**src/rtl/pipelined_adder.sv**
```systemverilog
// Pipelined two's-complement add/subtract: xlen bits split into stages chunks,
// one chunk resolved per cycle, carry handed forward through stage registers.
// Ports:
//   clk, rst            - rising-edge clock, async active-high reset
//   in_valid/in_ready   - operand handshake (a, b, carry_in, sub)
//   out_valid/out_ready - result handshake (sum, carry_out, overflow, zero)
//   sub=1 computes a-b (carry_in ignored), sub=0 computes a+b+carry_in.
//   stages must be >= 1 and divide xlen.
module pipelined_adder #(
  parameter int xlen   = 32,
  parameter int stages = 4
) (
  input  logic            clk,
  input  logic            rst,
  input  logic            in_valid,
  output logic            in_ready,
  input  logic [xlen-1:0] a,
  input  logic [xlen-1:0] b,
  input  logic            carry_in,
  input  logic            sub,
  output logic            out_valid,
  input  logic            out_ready,
  output logic [xlen-1:0] sum,
  output logic            carry_out,
  output logic            overflow,
  output logic            zero
);

  localparam int w = xlen / stages;

  logic              stall;
  logic              adv;
  logic              accept;
  logic [stages-1:0] v;
  logic [xlen-1:0]   b_eff;
  logic              c_eff;
  logic [xlen-1:0]   sum_d;
  logic              zero_d;
  logic              ovf_d;
  logic              top_co;
  logic              top_a;
  logic              top_b;
  logic [w-1:0]      res [stages];

  assign stall     = out_valid & ~out_ready;
  assign adv       = ~stall;
  assign in_ready  = ~stall;
  assign accept    = in_valid & in_ready;
  assign out_valid = v[stages-1];

  // Subtract as a + ~b + 1.
  assign b_eff = sub ? ~b : b;
  assign c_eff = sub | carry_in;

  always_ff @(posedge clk or posedge rst) begin
    if (rst) begin
      v <= '0;
    end else if (adv) begin
      v[0] <= accept;
      for (int k = 1; k < stages; k++) begin
        v[k] <= v[k-1];
      end
    end
  end

  for (genvar k = 0; k < stages; k++) begin : g_chunk
    logic [w-1:0] op_a;
    logic [w-1:0] op_b;
    logic         cin;
    logic [w:0]   s;

    if (k == 0) begin : g_in
      assign op_a = a[w-1:0];
      assign op_b = b_eff[w-1:0];
      assign cin  = c_eff;
    end else begin : g_skew
      // Chunk k waits k cycles so it meets the carry from chunk k-1.
      logic [w-1:0] sa [k];
      logic [w-1:0] sb [k];

      always_ff @(posedge clk or posedge rst) begin
        if (rst) begin
          for (int j = 0; j < k; j++) begin
            sa[j] <= '0;
            sb[j] <= '0;
          end
        end else if (adv) begin
          sa[0] <= a[k*w +: w];
          sb[0] <= b_eff[k*w +: w];
          for (int j = 1; j < k; j++) begin
            sa[j] <= sa[j-1];
            sb[j] <= sb[j-1];
          end
        end
      end

      assign op_a = sa[k-1];
      assign op_b = sb[k-1];
      assign cin  = g_chunk[k-1].g_mid.cq;
    end

    assign s = {1'b0, op_a} + {1'b0, op_b} + {{w{1'b0}}, cin};

    if (k < stages - 1) begin : g_mid
      // Lower chunks are delayed until the top chunk catches up.
      localparam int d = stages - 1 - k;
      logic         cq;
      logic [w-1:0] dq [d];

      always_ff @(posedge clk or posedge rst) begin
        if (rst) begin
          cq <= 1'b0;
          for (int j = 0; j < d; j++) begin
            dq[j] <= '0;
          end
        end else if (adv) begin
          cq    <= s[w];
          dq[0] <= s[w-1:0];
          for (int j = 1; j < d; j++) begin
            dq[j] <= dq[j-1];
          end
        end
      end

      assign res[k] = dq[d-1];
    end else begin : g_top
      // Top chunk also carries the operand sign bits for overflow.
      assign res[k] = s[w-1:0];
      assign top_co = s[w];
      assign top_a  = op_a[w-1];
      assign top_b  = op_b[w-1];
    end
  end

  always_comb begin
    sum_d = '0;
    for (int k = 0; k < stages; k++) begin
      sum_d[k*w +: w] = res[k];
    end
  end

  assign zero_d = ~|sum_d;
  assign ovf_d  = (top_a == top_b) & (sum_d[xlen-1] != top_a);

  always_ff @(posedge clk or posedge rst) begin
    if (rst) begin
      sum       <= '0;
      carry_out <= 1'b0;
      overflow  <= 1'b0;
      zero      <= 1'b0;
    end else if (adv) begin
      sum       <= sum_d;
      carry_out <= top_co;
      overflow  <= ovf_d;
      zero      <= zero_d;
    end
  end

endmodule

```
**config.mk**
```make
export PLATFORM = sky130hd
export DESIGN_NAME = pipelined_adder
export DESIGN_NICKNAME = d
export VERILOG_FILES = /design/src/rtl/pipelined_adder.sv
export SDC_FILE = /design/constraint.sdc
export NUM_CORES = 1
export LEC_CHECK = 0
export BUFFER_PORTS_ARGS = -buffer_cell sky130_fd_sc_hd__buf_4
export CORE_MARGIN = 4
export CORE_UTILIZATION = 52
export CTS_CLUSTER_SIZE = 16
export DETAILED_ROUTE_END_ITERATION = 10
export GPL_TIMING_DRIVEN = 0
export PLACE_DENSITY = 0.86
export SETUP_SLACK_MARGIN = 0.2
export SLEW_MARGIN = 0
export SYNTH_ARGS = -nofsm -noshare
export SYNTH_HDL_FRONTEND = slang
export SYNTH_SLANG_ARGS = --single-unit
```
**constraint.sdc**
```tcl
create_clock -name clk -period 5.7 [get_ports clk]
set_input_delay 0.285 -clock clk [delete_from_list [all_inputs] [get_ports clk]]
set_output_delay 0.285 -clock clk [all_outputs]
set_load 0.01 [all_outputs]
```
; ---- After elaboration in Yosys (flattened, before gate mapping)
; Cells that the tools add are included.
[totals]
ff_bits = 186
latchBits = 0
mem_bits_rw = 0
romBits = 0
input_bits = 70
out_inout_bits = 37
word_cells = 46
memories = 0
[op_classes]
add_sub_neg = 8
multipliers = 0
div = 0
n_lt_le_gt_ge = 0
eq_ne = 2
shifts = 0
mux = 1
n_bitwise = 7
n_reduce_logical = 2
[ops]
columns = cell, count
row1 = adder 8 x 8 -> 9 bit, 4
row2 = adder 9 x 1 -> 9 bit, 4
row3 = 2-to-1 mux 32 bit, 1
row4 = NOT 32 bit, 1
row5 = OR reduction 32 bit, 1
row6 = bitwise AND 1 bit, 3
row7 = NOT 1 bit, 2
row8 = equality test 1 bit, 1
row9 = logical NOT 1 bit, 1
row10 = != test 1 bit, 1
row11 = OR 1 bit, 1

; ---- Depth between registers and ports, before layout
; Gate-level depths: netlist of the first run.
[logic_depth]
ltp_word = 4
ltp_mapped = 11

; ---- Least setup slack after synthesis of the first run
; No wires, ideal clock.
[synth_path]
path_type = in2reg
startpoint = input port sub
endpoint = register g_chunk[0].g_mid.cq
setup_time_ns = 0.138
t_arrival_ns = 2.571
required_time_ns = 5.562
slack_ns = 2.991
path_stages = 11
path_cell_list = clkbuf_1 buf_2 or2_2 fa_1 fa_1 a21o_1 a21oi_1 o21ai_1 and3b_1 o21ai_1 a31oi_1
[synth_between]
elab_chain_cells = 3
word_cells_on_any_way = 4
[synth_lines]
columns = item, line
row1 = start: declaration, 20  ; input logic sub,
row2 = 2-to-1 mux 32 bit, 52  ; assign b_eff = sub ? ~b : b;
row3 = adder 8 x 8 -> 9 bit, 102  ; assign s = {1'b0, op_a} + {1'b0, op_b} + {{w{1'b0}}, cin};
row4 = adder 9 x 1 -> 9 bit *, 102
row5 = end signal: assignment, 117  ; cq <= s[w];
row6 = end: declaration, 107  ; logic cq;
; Every way passes the cells marked *; elsewhere a longest branch is shown, timed or not.
; A chain may end at the register's enable or synchronous reset.

; ---- Worst setup path in the final report of the first run
; Ends and elaborated chain as after synthesis.

==> results.txt, run 1 <==
Simple-gate share of the synthesized area: 23.2%
Final setup vio count: 0
Post-Synth XOR/XNOR Area: 4.89%
Clock Tree Buf Depth: 2
Num CTS Buffers: 17
Antenna violations before repair: 0
Adder-cell share of the synthesized area: 6.06%
Area after DPL: 0.00952 mm2
Synth unique cells: 37
Final Skew: 9.00 ps
Worst Path Max Fanout: 10
DR vias: 6666
Synth Area per Inst: 9.02 um2
Sequential share of the synthesized area: 55.2%
Fillers: 1321
Final period util: 46.9%
Gp weighted congestion: 0.844
Clk pin slew, worst setup/hold paths: 70 ps
Core box area: 0.0159 mm2
Synth Instances: 934
DRT iter0 DRCs: 578
DR pass1 iterations: 5
Worst setup EP type: register
IO Pins: 107
Post-synthesis mux area share: 0%
Hold path depth: 3
Power per cell area: 558 mW/mm2
Share of cells above drive strength 1: 14.4%
Rows: 46
Max-Cap Viols: 0
Final net count: 1166
Critical path required time: 5990 ps
Least-Margin Pin Slew: 705 ps
Crit Path Class: in -> reg
Vias per cell: 5.17
R2R Path End: zero$_DFFE_PP0N_
Starting Density: 53.0%
RSZ-0062 raised after global routing: no
Ant. Diodes: 0
Crit path time final: 2680 ps
Final Core Density: 63.5%
R2R depth: 8
Largest family of logic cells by synthesized area: simple AND/OR/NAND/NOR gates
Grt ovf: 0
GRT Util Overall: 22.2%
Vias in the first global route: 6588
Hpwl dp: 14300 um
Largest net degree at the start of global routing: 112
Hold endpoint: g_chunk[1].g_skew.sa[3]$_DFFE_PP0N_
H-tree levels: 4
CTS Root Buffer Type: clkbuf_16
Layout area overhead: 19.8%
Flops & latches, synth: 186
Later-pin clock latency in the skew report: 440 ps
Routed wire length: 19500 um
PortBufs: 105
Final Hold Fails: 0
Synth warn: 0
CTS sink count: 186
CTS tree: done
HP Class: in -> reg
Synth Area in Compound Gates: 7.28%
WP data arrival: 2970 ps
Syn Std Cell Area: 0.00843 mm2
Die width: 135 um
VDD IR max: 0.317 mV
Worst r2r src: g_chunk[2].g_mid.cq$_DFFE_PP0N_
Hold_sp: a[11]
Post_cts resized: 0
P_leak: 5.14 nW
Status: complete, no violations
WL/cell: 15.2 um
Antenna Nets Post-Route: 0
Global-route wire length before repair: 32100 um
Mapped Nets: 1040
Setup crit start kind: primary input
# Post-CTS Setup Buffers: 0
Cell area after layout: 0.0101 mm2
Worst hold slack: 40.1 ps
Die ar.: 0.0183 mm2
Relative slew slack: 53.0%
Highest clock rate: 374 MHz
Die height: 135 um
Pins Over Slew Limit: 0
Residual DRC: 0
Worst reg-to-reg setup slack: 3120 ps
## through the flow
step,power [W],TNS (ps),worst slack (ps),std cells
global route,0.00604,0,2870,1289
detailed placement,0.00449,0,2610,1256
floorplan,0.00372,0,358,934
global placement,0.00437,-263650,-1430,1255
finish,0.00563,0,3020,1289
CTS,0.00564,0,3060,1289
## power by group
group	switching [W]	leakage (nW)	internal (W)
sequential	0.000406	2.25	0.00191
clock	0.000513	0.264	0.000617
combinational	0.00126	2.63	0.000925
## worst max-delay path, cell delays in order
cell      delay [ps]
clkbuf_1         350
buf_2            400
xor2_1           140
fa_1             440
fa_1             410
a21o_1           170
a21oi_1          260
o21ai_1           90
and3b_1          190
o21ai_1          130
a31oi_1          100
## state kept, by name, summed over array words and instances, names as in the netlist
register and count:
g_chunk.g_mid.dq 48, overflow 1, g_chunk.op_a 16, g_chunk.op_b 16, carry_out 1, v 4, g_chunk.g_skew.sb 32, g_chunk.g_skew.sa 32
sum 32, zero 1, g_chunk.g_mid.cq 3
## logic make-up (layout without fill, tap and decap cells)
kind of cell | after synthesis | after routing
DFF | 186 | 186
buffers and inverters | 65 | 204
xor gates and xnor gates | 47 | 47
AOI/OAI and AO/OA | 101 | 101
and+or+nand+nor | 499 | 499
adders and majority gates | 36 | 36
## cell type report
class	count	area, um2	share of cell area [%]
plain buffers	45	209	2.07
clock buffers	20	447	4.43
clock inverters	12	114	1.13
inverters	20	82.6	0.818
multi-input cells	683	3490	34.6
flip-flops and latches	186	4650	46.1
well taps	216	270	2.68
repair buffers	107	826	8.18
## cell usage after synthesis
| cell | instances | area, um2 |
|---|---|---|
| o21ai_0 | 6 | 30.0 |
| buf_2 | 11 | 55.1 |
| o211a_1 | 2 | 20.0 |
| nor2b_1 | 3 | 18.8 |
| nor4_1 | 6 | 37.5 |
| inv_1 | 19 | 71.3 |
| xor2_1 | 12 | 105 |
| a22o_1 | 1 | 8.76 |
| a21oi_1 | 15 | 75.1 |
| or2_2 | 1 | 6.26 |
| nand4b_1 | 1 | 8.76 |
| nand3_1 | 4 | 20.0 |
| nand2_1 | 432 | 1620 |
| o21ai_1 | 41 | 205 |
| nand4_1 | 1 | 6.26 |
| nand2b_1 | 2 | 12.5 |
| o31ai_1 | 10 | 75.1 |
| dfrtp_1 | 186 | 4650 |
| a21o_1 | 4 | 30.0 |
| o21bai_1 | 5 | 37.5 |
| a211oi_1 | 4 | 30.0 |
| inv_2 | 1 | 3.75 |
| fa_1 | 8 | 160 |
| nor2_1 | 31 | 116 |
| o21a_1 | 6 | 45.0 |
| clkbuf_1 | 24 | 90.1 |
| buf_1 | 7 | 26.3 |
| a211o_1 | 1 | 8.76 |
| ha_1 | 28 | 350 |
| a31oi_1 | 4 | 25.0 |
| nor3_1 | 13 | 65.1 |
| xnor2_1 | 35 | 307 |
| buf_6 | 2 | 22.5 |
| a21boi_2 | 2 | 22.5 |
| buf_8 | 1 | 15.0 |
| or3_1 | 2 | 12.5 |
| and3b_1 | 3 | 26.3 |
## how the worst max path moves through the flow
| stage | startpoint | slack, ps | cells after the start | to |
|---|---|---|---|---|
| floorplan | rst | 360 | 1 | carry_out$_DFFE_PP0N_ |
| global placement | rst | -1430 | 2 | g_chunk[1].g_skew.sa[4]$_DFFE_PP0N_ |
| global route | sub | 2870 | 11 | g_chunk[0].g_mid.cq$_DFFE_PP0N_ |
| finish | sub | 3020 | 11 | g_chunk[0].g_mid.cq$_DFFE_PP0N_ |
| detailed placement | sub | 2610 | 11 | g_chunk[0].g_mid.cq$_DFFE_PP0N_ |
| CTS | sub | 3060 | 11 | g_chunk[0].g_mid.cq$_DFFE_PP0N_ |
## layout by cell type, fill, tap and decap left out, drive strengths merged, types with 2 or more instances in the layout
cell type / instances
nand2: 432
and3b: 3
ha: 28
a21o: 4
nor3: 13
inv: 24
o21ai: 47
dfrtp: 186
nand3: 4
o211a: 2
nor2b: 3
o31ai: 10
or3: 2
xnor2: 35
o21bai: 5
clkinv: 3
clkinvlp: 4
xor2: 12
a31oi: 4
a21boi: 2
nand2b: 2
o21a: 6
a21oi: 15
nor2: 31
a211oi: 4
nor4: 6
buf: 127
clkbuf: 44
fa: 8
## what timing repair did
item,4_1_cts,5_1_grt
endpoints found under the setup margin,0,0
hold buffers,1,0
endpoints found under the hold margin,75,0
## layer usage
metal | track usage, % | vias to the layer above | share of wire (%)
met1 | 30.8 | 3195 | 44
li1 | - | 3221 | -
met5 | 0 | - | 0
met3 | 4.53 | 26 | 6.5
met2 | 36.0 | 224 | 48
met4 | 6.33 | 0 | 1.6
(Power assumes the default switching activity.)
==> run 2, diff against run 1 <==
--- a/config.mk
+++ b/config.mk
@@ -5,13 +5,14 @@
 export SDC_FILE = /design/constraint.sdc
 export NUM_CORES = 1
 export LEC_CHECK = 0
+export ABC_AREA = 1
 export BUFFER_PORTS_ARGS = -buffer_cell sky130_fd_sc_hd__buf_4
 export CORE_MARGIN = 4
-export CORE_UTILIZATION = 52
+export CORE_UTILIZATION = 58
 export CTS_CLUSTER_SIZE = 16
 export DETAILED_ROUTE_END_ITERATION = 10
 export GPL_TIMING_DRIVEN = 0
-export PLACE_DENSITY = 0.86
+export PLACE_DENSITY = 0.9
 export SETUP_SLACK_MARGIN = 0.2
 export SLEW_MARGIN = 0
 export SYNTH_ARGS = -nofsm -noshare
==> constraint.sdc (replaced) <==
create_clock -name clk -period 2.7 [get_ports clk]
set_input_delay 0.135 -clock clk [delete_from_list [all_inputs] [get_ports clk]]
set_output_delay 0.135 -clock clk [all_outputs]
set_load 0.01 [all_outputs]
==> results.txt, run 2 <==
Post-synth ARST share: 100% (unchanged)
P_leak: 5.37 nW (+4.5%)
Hold buffer count at cts: 39 (+38)
Later-pin clock latency in the skew report: 430 ps (about the same)
Setup crit start kind: register
Crit-path cells: fa_1 > fa_1 > inv_1 > nand2_1 > nor2_1 > nand3_1 > nor2_1 > nand4_1 > nor2_1 > nand3_1 > nand2_1
Routed wire length: 22200 um (+13%)
Synth Area per Inst: 8.84 um2 (-2.0%)
Worst hold slack: 3.61 ps (-36.5 ps)
Antenna violations before repair: 0 (unchanged)
Part of the power in combinational logic: 41.2% (+2.4 points)
Highest clock rate: 445 MHz
RSZ-0062 raised after global routing: no
Core box area: 0.0145 mm2 (-8.9%)
EDFF count, synth: 0 (unchanged)
Gp weighted congestion: 0.927 (+9.8%)
Rows: 44 (-4.3%)
Multi-input gate area: 0.00338 mm2 (-3.1%)
CP max stage cell: fa_1
Layout Cells excl Fill: 1331 (+3.3%)
Worst setup EP type: register
Largest family of logic cells by synthesized area: simple AND/OR/NAND/NOR gates
Register area: 0.00465 mm2 (unchanged)
Fillers: 996 (-25%)
VDD IR max: 0.686 mV (+120%)
DR vias: 7286 (+9.3%)
Final Skew: 9.62 ps (+0.617 ps)
Adder-cell share of the synthesized area: 5.97% (-0.089 points)
CTS tree: done
DR pass1 iterations: 5 (unchanged)
Pins Over Slew Limit: 0 (unchanged)
WP data arrival: 2610 ps (-360 ps)
Ant. Diodes: 0 (unchanged)
Die ar.: 0.0167 mm2 (-8.5%)
GRT Util Overall: 28.0% (+5.7 points)
Synth top area cells: dfrtp_1 (54%), nand2_1 (15%), o21ai_0 (7.1%)
Sequential share of power: 39.8% (-1.3 points)
CTS sink count: 186 (unchanged)
Mapped Nets: 1073 (+3.2%)
Critical path required time: 3060 ps (-2930 ps)
Post-Synth XOR/XNOR Area: 4.08% (-0.80 points)
Post-synth top area share: 54.4% (-0.81 points)
Sequential share of the synthesized area: 54.4% (-0.81 points)
Switching power: 0.00484 W (+120%)
Tot Pwr: 0.0120 W (+110%)
Biggest area consumer among synthesized cells: dfrtp_1
Simple-gate share of the synthesized area: 19.9% (-3.3 points)
Top-count cell post-synth: nand2_1
Placed cells: 1260 (+0.32%)
Final Hold Fails: 0 (unchanged)
Most flops, register: g_chunk.g_mid.dq
Starting Density: 59.1% (+6.0 points)
Vias per cell: 5.47 (+5.9%)
Worst Path Max Fanout: 2 (-8)
Crit Path Class: reg -> reg
Largest net degree at the start of global routing: 45 (-60%)
Final period util: 83.2%
WL/cell: 16.7 um (+9.9%)
Switch share: 40.2% (+1.5 points)
HP Class: in -> reg
Layout area overhead: 23.8%
Die width: 129 um (-4.3%)
CP max stage delay: 490 ps (+50 ps)
Post_cts resized: 0 (unchanged)
IO Pins: 107 (unchanged)
Synth Instances: 967 (+3.5%)
Num CTS Buffers: 17 (unchanged)
Post-synthesis mux area share: 0% (unchanged)
Synth warn: 0 (unchanged)
Clock network power share: 19.0% (-1.1 points)
Residual DRC: 0 (unchanged)
Cell area after layout: 0.0106 mm2 (+4.9%)
Max reg flops: 48 (unchanged)
Status: complete, no violations
CTS Root Buffer Type: clkbuf_16
DRT iter0 DRCs: 572 (-1.0%)
Power per cell area: 1140 mW/mm2 (+100%)
Most frequent cells in the layout: nand2_1 (350), dfrtp_1 (186), o21ai_0 (121)
Final net count: 1240 (+6.3%)
Grt ovf: 0 (unchanged)
Global-route wire length before repair: 36300 um (+13%)
# Post-CTS Setup Buffers: 0 (unchanged)
Vias in the first global route: 7505 (+14%)
Flops & latches, synth: 186 (unchanged)
Hpwl dp: 14700 um (+3.0%)
Crit path time final: 2250 ps
Synth Area in Compound Gates: 9.61% (+2.3 points)
Share of cells above drive strength 1: 16.1% (+1.7 points)
Synth cell count leaders: nand2_1 (350), dfrtp_1 (186), o21ai_0 (121)
Relative slew slack: 58.9% (+5.9 points)
Internal: 0.00719 W (+110%)
Synth unique cells: 32 (-14%)
Top_reg_cell synth: dfrtp_1
H-tree levels: 4 (unchanged)
Clk pin slew, worst setup/hold paths: 70 ps (about the same)
Most Frequent Cell on Critical Path: nor2_1
Commonest non-fill, non-tap cell in the layout: nand2_1
Max-Cap Viols: 0 (unchanged)
Clock Tree Buf Depth: 2 (unchanged)
Die height: 129 um (-4.3%)
PortBufs: 105 (unchanged)
Least-Margin Pin Slew: 617 ps (-88.2 ps)
Area after DPL: 0.00965 mm2 (+1.4%)
Syn Std Cell Area: 0.00855 mm2 (+1.5%)
Antenna Nets Post-Route: 0 (unchanged)
Final setup vio count: 0 (unchanged)
[run 2: final timing paths]
path,start,to,slack [ps],cells past startpoint
setup / recovery,g_chunk[2].g_mid.cq$_DFFE_PP0N_,zero$_DFFE_PP0N_,450,11
hold / removal,b[19],g_chunk[2].g_skew.sb[11]$_DFFE_PP0N_,4,3
setup reg to reg,g_chunk[2].g_mid.cq$_DFFE_PP0N_,zero$_DFFE_PP0N_,450,11
hold reg to reg,v[2]$_DFFE_PP0N_,v[3]$_DFFE_PP0N_,470,2
max in group asynchronous,rst,g_chunk[2].op_b[2]$_DFFE_PP0N_,1800,4
min in group asynchronous,rst,g_chunk[0].g_mid.dq[8]$_DFFE_PP0N_,310,3
[run 2: critical path, delay by kind of cell (launching register included)]
kind                     cells  cell delay, ps
buffers and inverters        1              80
AND/OR/NAND/NOR              8             720
flip-flops                   1             450
adder cells (fa/ha/maj)      2             930
[run 2: area by class of cell]
type	count	area share, %
buffer	44	2.01
clock buffer	22	4.48
clock inverter	10	0.638
inverter	81	2.91
multi-input combinational	656	31.9
sequential	186	44.0
tap	184	2.17
timing repair buffer	148	11.9
[run 2: power groups by stage]
stage	combinational (W)	clock, W	sequential, W
2_1_floorplan	0.00314	0	0.00468
3_3_place_gp	0.00449	0	0.00471
3_5_place_dp	0.00472	0	0.00475
4_1_cts	0.00491	0.00230	0.00475
5_1_grt	0.00558	0.00244	0.00489
6_report	0.00496	0.00228	0.00478
[run 2: cell families after synthesis]
kind of cell | count (synthesis)
AND/OR/NAND/NOR | 424
flip-flops | 186
AO/OA/AOI/OAI | 157
buffers and inverters | 125
XOR/XNOR | 39
adder cells (fa/ha/maj) | 36
[run 2: per-stage QoR]
step                      utilization [%]  setup slack [ps]  TNS (ps)
after floorplan                         -               172         0
after global placement               66.1              -773   -141710
after detailed placement             66.7               339         0
after CTS                            73.1               508         0
after global routing                 73.1               282         0
final                                73.1               454         0
[run 2: metal layers]
metal / GRT usage, % / share of wire [%] / wire length (um) / vias to the layer above
met3: 6.14 / 8.4 / 1860 / 71
met2: 48.0 / 51 / 11300 / 329
met4: 11.8 / 3.4 / 758 / 0
met5: 0 / 0 / 0 / -
met1: 34.3 / 37 / 8290 / 3485
li1: - / - / - / 3401
==> run 3, diff against run 2 <==
==> constraint.sdc (replaced) <==
create_clock -name clk -period 2.1 [get_ports clk]
set_input_delay 0.105 -clock clk [delete_from_list [all_inputs] [get_ports clk]]
set_output_delay 0.105 -clock clk [all_outputs]
set_load 0.01 [all_outputs]
==> results.txt, run 3 (synthesis gave the netlist of run 2 again) <==
Top delay family on crit path: adder cells
Relative slew slack: 49.9% (-8.9 points)
Final Hold Fails: 0 (unchanged)
CP Buf/Inv Count: 1 (unchanged)
CP max stage cell: fa_2
Hpwl dp: 14900 um (+1.7%)
CTS tree: done
Layout area overhead: 26.7%
Residual DRC: 0 (unchanged)
Starting Density: 59.1% (unchanged)
PortBufs: 105 (unchanged)
Core box area: 0.0145 mm2 (unchanged)
VDD IR max: 0.899 mV (+31%)
Antenna Nets Post-Route: 0 (unchanged)
Clk pin slew, worst setup/hold paths: 60 ps (about the same)
Largest net degree at the start of global routing: 45 (unchanged)
H-tree levels: 4 (unchanged)
Max-Cap Viols: 0 (unchanged)
Commonest non-fill, non-tap cell in the layout: nand2_1
Vias in the first global route: 7586 (+1.1%)
Global-route wire length before repair: 36800 um (+1.3%)
DR vias: 7373 (+1.2%)
DR pass1 iterations: 5 (unchanged)
P_leak: 5.46 nW (+1.7%)
Clock Tree Buf Depth: 2 (unchanged)
Final net count: 1255 (+1.2%)
Final setup vio count: 0 (unchanged)
Fillers: 947 (-4.9%)
Most flops, register: g_chunk.g_mid.dq
Max reg flops: 48 (unchanged)
Later-pin clock latency in the skew report: 440 ps (about the same)
Worst setup EP type: register
CTS sink count: 186 (unchanged)
Vias per cell: 5.48 (about the same)
Final Skew: 9.56 ps (-0.0644 ps)
CTS Root Buffer Type: clkbuf_16
GRT Util Overall: 28.4% (+0.49 points)
Pins Over Slew Limit: 0 (unchanged)
Placed cells: 1260 (unchanged)
Rows: 44 (unchanged)
Routed wire length: 22600 um (+2.1%)
WL/cell: 16.8 um (+0.94%)
CP max stage delay: 440 ps (-50 ps)
IO Pins: 107 (unchanged)
Most frequent cells in the layout: nand2_1 (349), dfrtp_1 (186), o21ai_0 (119)
Highest clock rate: 491 MHz (+10%)
Die width: 129 um (unchanged)
Final period util: 97.0% (+14 points)
Pre-CTS setup slack: -22.9 ps (-362 ps)
Setup crit start kind: register
Antenna violations before repair: 0 (unchanged)
Critical path required time: 2480 ps (-580 ps)
Final WS setup: 63.6 ps (-391 ps)
Grt ovf: 0 (unchanged)
Die height: 129 um (unchanged)
Worst Path Max Fanout: 2 (unchanged)
Ant. Diodes: 0 (unchanged)
DRT iter0 DRCs: 666 (+16%)
Worst hold slack: 6.03 ps (+2.42 ps)
WP data arrival: 2410 ps (-200 ps)
Share of cells above drive strength 1: 17.8% (+1.7 points)
Crit path time final: 2040 ps (-209 ps)
Crit Path Class: reg -> reg
Power per cell area: 1480 mW/mm2 (+31%)
Status: complete, no violations
Num CTS Buffers: 17 (unchanged)
Die ar.: 0.0167 mm2 (unchanged)
RSZ-0062 raised after global routing: yes
HP Class: in -> reg
Layout Cells excl Fill: 1346 (+1.1%)
Least-Margin Pin Slew: 750 ps (+133 ps)
Crit-path cells: fa_2 > fa_2 > inv_2 > nand2_2 > nor2_2 > nand3_1 > nor2_1 > nand4_1 > nor2_1 > nand3_1 > nand2_1
Gp weighted congestion: 0.908 (-2.1%)
==> run 3: where the power goes <==
group / leakage, nW / internal (W) / switching (W)
registers: 2.25 / 0.00518 / 0.000948
logic: 2.92 / 0.00262 / 0.00405
clock network: 0.284 / 0.00191 / 0.00136
total: 5.46 / 0.00971 / 0.00636
==> run 3: tightest hold or removal path: stages <==
cell and delay, ps:
buf_4 90, xnor2_1 120, o21ai_0 80
==> run 3: through the flow <==
stage / TNS, ps / util (%) / area, um2 / power (W)
floorplan: -73940 / - / 8580 / 0.0101
global placement: -244620 / 66.3 / 9600 / 0.0118
detailed placement: -22.9 / 66.8 / 9680 / 0.0122
CTS: 0 / 74.4 / 10800 / 0.0158
global route: -44.7 / 74.8 / 10800 / 0.0172
finish: 0 / 74.8 / 10800 / 0.0161
==> run 3: worst paths after layout <==
| kind | startpoint | to | slack, ps | cells past startpoint |
|---|---|---|---|---|
| hold reg to reg | sum[21]$_DFFE_PP0N_ | sum[21]$_DFFE_PP0N_ | 480 | 2 |
| hold / removal | b[24] | g_chunk[3].g_skew.sb[16]$_DFFE_PP0N_ | 6 | 3 |
| setup / recovery | g_chunk[3].op_a[0]$_DFFE_PP0N_ | zero$_DFFE_PP0N_ | 60 | 11 |
| max in group asynchronous | rst | g_chunk[2].g_skew.sb[10]$_DFFE_PP0N_ | 840 | 5 |
| min in group asynchronous | rst | sum[0]$_DFFE_PP0N_ | 350 | 3 |
| setup reg to reg | g_chunk[3].op_a[0]$_DFFE_PP0N_ | zero$_DFFE_PP0N_ | 60 | 11 |
==> run 3: metal layers <==
layer,GRT usage (%),vias up,routed length [um]
li1,-,3427,-
met1,35.6,3566,8850
met2,47.0,296,11300
met3,6.35,84,1550
met4,14.2,0,902
met5,0,-,0
==> run 3: area by class of cell <==
class / instances / area [um2] / area share (%)
Clock inverter: 9 / 111 / 1.03
Multi-Input combinational cell: 656 / 3410 / 31.5
Sequential cell: 186 / 4650 / 43.0
Timing Repair Buffer: 163 / 1390 / 12.8
Clock buffer: 23 / 498 / 4.60
Tap cell: 184 / 230 / 2.13
Buffer: 44 / 226 / 2.09
Inverter: 81 / 308 / 2.84
==> run 3: timing repair <==
item                                    in CTS  in global routing
pin swaps                                    1                  6
endpoints found under the setup margin       4                  7
buffers inserted                             2                  5
hold endpoints to repair                    75                  0
gates resized for setup                      3                 11
hold buffers                                47                  0
